===== config.mk =====
export PLATFORM = sky130hd
export DESIGN_NAME = fc_layer_sequencer_flat
export DESIGN_NICKNAME = d
export VERILOG_FILES = /design/src/rtl/fc_layer_sequencer_if.sv /design/src/rtl/fc_layer_sequencer.sv /design/src/flat_wrapper.sv
export SDC_FILE = /design/constraint.sdc
export NUM_CORES = 1
export LEC_CHECK = 0
export ABC_AREA = 0
export BUFFER_PORTS_ARGS = -buffer_cell sky130_fd_sc_hd__buf_2
export CAP_MARGIN = 5
export CORE_MARGIN = 2
export CORE_UTILIZATION = 47
export CTS_CLUSTER_DIAMETER = 50
export DETAILED_ROUTE_END_ITERATION = 8
export PLACE_DENSITY = 0.8
export SYNTH_ARGS = -nofsm -noshare
export SYNTH_HDL_FRONTEND = slang
export SYNTH_SLANG_ARGS = --single-unit

===== constraint.sdc =====
create_clock -name clk -period 1.6 [get_ports clk]
set_clock_uncertainty 0.05 [all_clocks]
set_input_delay 0.16 -clock clk [delete_from_list [all_inputs] [get_ports clk]]
set_output_delay 0.16 -clock clk [all_outputs]
set_load 0.02 [all_outputs]

===== src/rtl/fc_layer_sequencer_if.sv =====
// Handshake and operand bus between the layer scheduler, the FC sequencer and
// the FC datapath / weight memory.
interface fc_layer_sequencer_if #(
    parameter int IDX_WIDTH = 7
);
    logic                 start;
    logic                 stall;
    logic                 busy;
    logic                 pe_clear;
    logic                 in_valid;
    logic [IDX_WIDTH-1:0] in_idx;
    logic [IDX_WIDTH-1:0] wt_addr;
    logic                 out_valid;
    logic                 out_ready;
    logic                 done;

    // Scheduler / datapath side: issues requests, reports stalls, consumes result.
    modport master (
        output start, stall, out_ready,
        input  busy, pe_clear, in_valid, in_idx, wt_addr, out_valid, done
    );

    // Sequencer side.
    modport slave (
        input  start, stall, out_ready,
        output busy, pe_clear, in_valid, in_idx, wt_addr, out_valid, done
    );
endinterface


===== src/rtl/fc_layer_sequencer.sv =====
// Control FSM for one fully connected layer pass: clear accumulators, stream
// operands from index N-1 down to 0, wait out the PE pipeline, then hold the
// result until the consumer takes it.
module fc_layer_sequencer #(
    parameter int INPUT_NEURONS = 100,
    parameter int IDX_WIDTH     = 7,
    parameter int PE_LATENCY    = 4
) (
    input  logic                 clk,
    input  logic                 reset,
    fc_layer_sequencer_if.slave  bus
);

    localparam int CNT_WIDTH = (PE_LATENCY > 1) ? $clog2(PE_LATENCY) : 1;
    localparam logic [IDX_WIDTH-1:0] LAST_IDX = IDX_WIDTH'(INPUT_NEURONS - 1);
    localparam logic [CNT_WIDTH-1:0] LAST_CNT = CNT_WIDTH'(PE_LATENCY - 1);

    typedef enum logic [2:0] {
        S_IDLE,
        S_CLEAR,
        S_FEED,
        S_DRAIN,
        S_HOLD
    } state_t;

    state_t               r_state;
    logic                 r_busy;
    logic                 r_pe_clear;
    logic [IDX_WIDTH-1:0] r_in_idx;
    logic [CNT_WIDTH-1:0] r_drain_cnt;
    logic                 r_out_valid;
    logic                 r_done;

    state_t               w_state_next;
    logic                 w_busy_next;
    logic                 w_pe_clear_next;
    logic [IDX_WIDTH-1:0] w_in_idx_next;
    logic [CNT_WIDTH-1:0] w_drain_cnt_next;
    logic                 w_out_valid_next;
    logic                 w_done_next;

    // State and registered outputs; reset aborts any pass without a done pulse.
    always_ff @(posedge clk or posedge reset) begin
        if (reset) begin
            r_state     <= S_IDLE;
            r_busy      <= 1'b0;
            r_pe_clear  <= 1'b0;
            r_in_idx    <= '0;
            r_drain_cnt <= '0;
            r_out_valid <= 1'b0;
            r_done      <= 1'b0;
        end else begin
            r_state     <= w_state_next;
            r_busy      <= w_busy_next;
            r_pe_clear  <= w_pe_clear_next;
            r_in_idx    <= w_in_idx_next;
            r_drain_cnt <= w_drain_cnt_next;
            r_out_valid <= w_out_valid_next;
            r_done      <= w_done_next;
        end
    end

    // Next-state and next-output decode; pe_clear and done are single-cycle pulses.
    always_comb begin
        w_state_next     = r_state;
        w_busy_next      = r_busy;
        w_pe_clear_next  = 1'b0;
        w_in_idx_next    = r_in_idx;
        w_drain_cnt_next = r_drain_cnt;
        w_out_valid_next = r_out_valid;
        w_done_next      = 1'b0;

        case (r_state)
            S_IDLE: begin
                // Also covers the done cycle, so back-to-back passes need no gap.
                if (bus.start) begin
                    w_state_next    = S_CLEAR;
                    w_busy_next     = 1'b1;
                    w_pe_clear_next = 1'b1;
                end
            end
            S_CLEAR: begin
                w_state_next  = S_FEED;
                w_in_idx_next = LAST_IDX;
            end
            S_FEED: begin
                // A stalled cycle consumes nothing: index and state both hold.
                if (!bus.stall) begin
                    if (r_in_idx == '0) begin
                        w_state_next     = S_DRAIN;
                        w_drain_cnt_next = '0;
                    end else begin
                        w_in_idx_next = r_in_idx - IDX_WIDTH'(1);
                    end
                end
            end
            S_DRAIN: begin
                if (r_drain_cnt == LAST_CNT) begin
                    w_state_next     = S_HOLD;
                    w_out_valid_next = 1'b1;
                end else begin
                    w_drain_cnt_next = r_drain_cnt + CNT_WIDTH'(1);
                end
            end
            S_HOLD: begin
                if (bus.out_ready) begin
                    w_state_next     = S_IDLE;
                    w_out_valid_next = 1'b0;
                    w_busy_next      = 1'b0;
                    w_done_next      = 1'b1;
                end
            end
            default: begin
                w_state_next = S_IDLE;
            end
        endcase
    end

    assign bus.busy      = r_busy;
    assign bus.pe_clear  = r_pe_clear;
    // in_valid follows stall within the cycle so a stalled cycle never
    // advertises an operand to the PE array.
    assign bus.in_valid  = (r_state == S_FEED) && !bus.stall;
    assign bus.in_idx    = r_in_idx;
    assign bus.wt_addr   = r_in_idx;
    assign bus.out_valid = r_out_valid;
    assign bus.done      = r_done;

endmodule

===== src/flat_wrapper.sv =====
// flat-port wrapper written by rule: the top's interface ports become plain ports
module fc_layer_sequencer_flat 
#(
    parameter int INPUT_NEURONS = 100,
    parameter int IDX_WIDTH     = 7,
    parameter int PE_LATENCY    = 4
)
  (clk, reset, bus_start, bus_stall, bus_out_ready, bus_busy, bus_pe_clear, bus_in_valid, bus_in_idx, bus_wt_addr, bus_out_valid, bus_done);
  fc_layer_sequencer_if #(.IDX_WIDTH(IDX_WIDTH)) bus_i ();
  input  logic clk;
  input  logic reset;
  input wire logic [$bits(bus_i.start)-1:0] bus_start;
  input wire logic [$bits(bus_i.stall)-1:0] bus_stall;
  input wire logic [$bits(bus_i.out_ready)-1:0] bus_out_ready;
  output wire logic [$bits(bus_i.busy)-1:0] bus_busy;
  output wire logic [$bits(bus_i.pe_clear)-1:0] bus_pe_clear;
  output wire logic [$bits(bus_i.in_valid)-1:0] bus_in_valid;
  output wire logic [$bits(bus_i.in_idx)-1:0] bus_in_idx;
  output wire logic [$bits(bus_i.wt_addr)-1:0] bus_wt_addr;
  output wire logic [$bits(bus_i.out_valid)-1:0] bus_out_valid;
  output wire logic [$bits(bus_i.done)-1:0] bus_done;
  assign bus_i.start = bus_start;
  assign bus_i.stall = bus_stall;
  assign bus_i.out_ready = bus_out_ready;
  assign bus_busy = bus_i.busy;
  assign bus_pe_clear = bus_i.pe_clear;
  assign bus_in_valid = bus_i.in_valid;
  assign bus_in_idx = bus_i.in_idx;
  assign bus_wt_addr = bus_i.wt_addr;
  assign bus_out_valid = bus_i.out_valid;
  assign bus_done = bus_i.done;
  fc_layer_sequencer #(.INPUT_NEURONS(INPUT_NEURONS), .IDX_WIDTH(IDX_WIDTH), .PE_LATENCY(PE_LATENCY)) u_core (.clk(clk), .reset(reset), .bus(bus_i));
endmodule

==> run_results.csv <==
group,metric,value,unit
floorplanning,core_area,2150,um2
yosys,netlist_instances,108,
worst_setup_path,reg2reg_from,"u_core.r_state[2]",
place,hpwl,1850,um
worst_setup_path,cp-start-kind,"register",
yosys,yosysUniqueCellTypes,39,
yosys,syn-num-nets,116,
power_and_ir_drop,p_sw,1.39,mW
sta,tightest_slew,0.642,ns
power_and_ir_drop,switching_share,46.1,%
yosys,synth_area,1040,um2
global_route,antenna_found_initial,0,
floorplanning,placementRows,17,
power_and_ir_drop,p_int,1.62,mW
power_and_ir_drop,p_seq_share,24.0,%
sta,hold_viol_final,0,
detailed_routing,drc,0,
detailed_routing,firstDrtPassIters,4,
power_and_ir_drop,leakagePower,0.665,nW
detailed_routing,vias,955,
worst_setup_path,cp.arrival,1.84,ns
worst_setup_path,cp-end-kind,"register",
worst_setup_path,crit_required,1.77,ns
clock_network,path_clk_slew,0.10,ns
yosys,syn-mean-instance-area,9.60,um2
global_route,grt.total_usage,22.6,%
layout,diodes,0,
yosys,synth_edf_count,0,
min_path,hold_path.class,"input pin to register",
sta,max_slew_margin,57.1,%
clock_network,clk_latency,0.29,ns
worst_setup_path,path_class,"register to register",
detailed_routing,drt_iter0_markers,21,
floorplanning,io_pins,24,
clock_network,htree_levels,1,
min_path,whs_path_depth,2,
yosys,yosysWarningCount,0,
sta,hold_slack,0.108,ns
worst_setup_path,r2r_slack,-0.07,ns
yosys,ys_seq_elements,16,
min_path,min_from,"bus_start",
power_and_ir_drop,p_clk_share,9.2,%
power_and_ir_drop,power_frac_comb,66.8,%
sta,slew_viol_final,0,
layout,fin_cells,174,
yosys,synth_top_cell_by_area,"dfrtp_1",
run_status,violations,"setup timing",
global_route,grt_start_max_net_pins,17,
layout,area_delta_synth_final,39.4,%
clock_network,cts_tree,"done",
floorplanning,fp.dieW,51.0,um
sta,setup_slack,-0.0719,ns
sta,setup_viol,2,
layout,final_nets,155,
job,maxCapViolations,0,
clock_network,cts_sinks,16,
clock_network,cts_made_buffers,3,
yosys,async_flop_share,100,%
layout,final_common_cell,"buf_2",
power_and_ir_drop,irDropWorstVdd,1.27,mV
detailed_routing,wl,2720,um
global_route,grt_pass1_vias,948,
power_and_ir_drop,power,3.01,mW
floorplanning,die-height,51.0,um
place,dpl.cell_count,163,
yosys,synth.top_cell.area_share,38.6,%
sta,period_share,104,%
sta,layout_min_cycle_time,1.67,ns
floorplanning,initial_core_util,48.3,%
layout,final_layout_size_suffix_gt1_share,49.3,%
yosys,ys_seq_area_share,38.6,%
worst_setup_path,worstReg2RegEnd,"u_core.bus.in_idx[4]",
place,place.gp.congestion,0.809,
detailed_routing,ant_nets,0,
layout,final_area,1450,um2
floorplanning,dieArea,2600,um2
worst_setup_path,reg2reg_depth,4,
layout,final_cell_mix,"buf_2, buf_4, dfrtp_1, inv_1",
detailed_routing,vias_per_cell,5.49,
min_path,min_to,"u_core.bus.pe_clear",
run_status,status,"finished with violations",
yosys,synthTopCellsByArea,"dfrtp_1, a211oi_1, buf_4",
clock_network,clockRootBuffer,"clkbuf_4",
worst_setup_path,crit_fanout,6,
global_route,grt-ovfl-total,0,
place,preCtsSetupSlack,-0.0790,ns
sta,rsz0062_at_grt,"yes",
place,placed_area,1250,um2
place,port_buffers,23,
detailed_routing,wire_per_inst,15.6,um
sta,fmax,0.598,GHz
power_and_ir_drop,p_per_area,2080,nW/um2
yosys,ys.flop_type,"dfrtp_1",
global_route,grt_pass1_wl,4330,um
clock_network,clockBufferDepth,2,
==> cell usage after synthesis (all sizes together), types with 2 or more instances <==
cell type	count
or3b	2
nand2	5
dfrtp	16
nor3	3
clkbuf	3
inv	11
ha	3
a211o	2
a2111oi	3
nor2	5
nand2b	4
a211oi	7
buf	11
nor4	2
o21ai	7
and4	2
nor3b	2
a311oi	2
a221o	2
nor2b	2
==> flip-flops by register name (all words and copies together) (netlist names) <==
register / count
u_core.r_state: 3
u_core.bus.pe_clear: 1
u_core.bus.out_valid: 1
u_core.r_drain_cnt: 2
u_core.bus.busy: 1
u_core.bus.in_idx: 7
u_core.bus.done: 1
==> through the flow <==
stage / utilization (%) / setup TNS, ns
final: 67.3 / -0.111
after global routing: 67.3 / -0.327
after CTS: 62.3 / -0.116
after detailed placement: 58.3 / -0.0886
after global placement: 58.3 / -0.0156
after floorplan: - / -0.139
==> worst max-delay path by stage <==
stage	startpoint	end	slack [ns]	depth (start not counted)
final	u_core.r_state[2]	u_core.bus.in_idx[4]	-0.07	4
after global routing	u_core.r_state[2]	u_core.bus.in_idx[4]	-0.11	4
after CTS	u_core.r_state[2]	u_core.bus.in_idx[4]	-0.06	4
after detailed placement	u_core.bus.in_idx[0]	u_core.bus.in_idx[4]	-0.08	5
after global placement	u_core.bus.in_idx[1]	u_core.bus.in_idx[4]	-0.02	5
after floorplan	u_core.bus.in_idx[0]	u_core.bus.in_idx[4]	-0.07	5
==> power by group through the flow <==
stage	clock (mW)	sequential (mW)	combinational [mW]
3_3_place_gp	0	0.712	1.66
6_report	0.276	0.723	2.01
2_1_floorplan	0	0.844	1.08
3_5_place_dp	0	0.718	1.72
5_1_grt	0.301	0.746	2.19
4_1_cts	0.282	0.705	1.85
==> cell type report <==
class | count | area (um2)
multi-input combinational | 67 | 577
sequential | 16 | 404
inverter | 11 | 46.3
clock buffer | 4 | 36.3
timing repair buffer | 48 | 348
fill | 173 | 702
tap | 28 | 35.0
==> cell families after synthesis <==
family | share of synthesized area, %
fa+ha+maj | 3.62
buf+inv | 13.1
compound gates | 22.9
mux | 0.965
simple gates | 19.9
flops | 38.6
xor+xnor | 0.845
==> metal layers <==
layer | wire length, um | GRT usage [%]
met2 | 1400 | 38.5
met5 | 0 | 0
met4 | 56 | 12.6
met3 | 110 | 3.51
met1 | 1150 | 26.9
==> critical path: stages, from the launching register on <==
cell and delay (ns):
dfrtp_1 0.40, or3b_4 0.42, buf_6 0.16, a2111oi_4 0.33, mux2i_1 0.24
==> timing repair <==
action	CTS	global route
setup endpoints to repair	3	11
endpoints found under the hold margin	16	0
setup buffers	2	4
hold buffers	1	0
pin swaps	2	5
gates resized for setup	7	13
No activity file was read; power rests on OpenSTA's default activity.
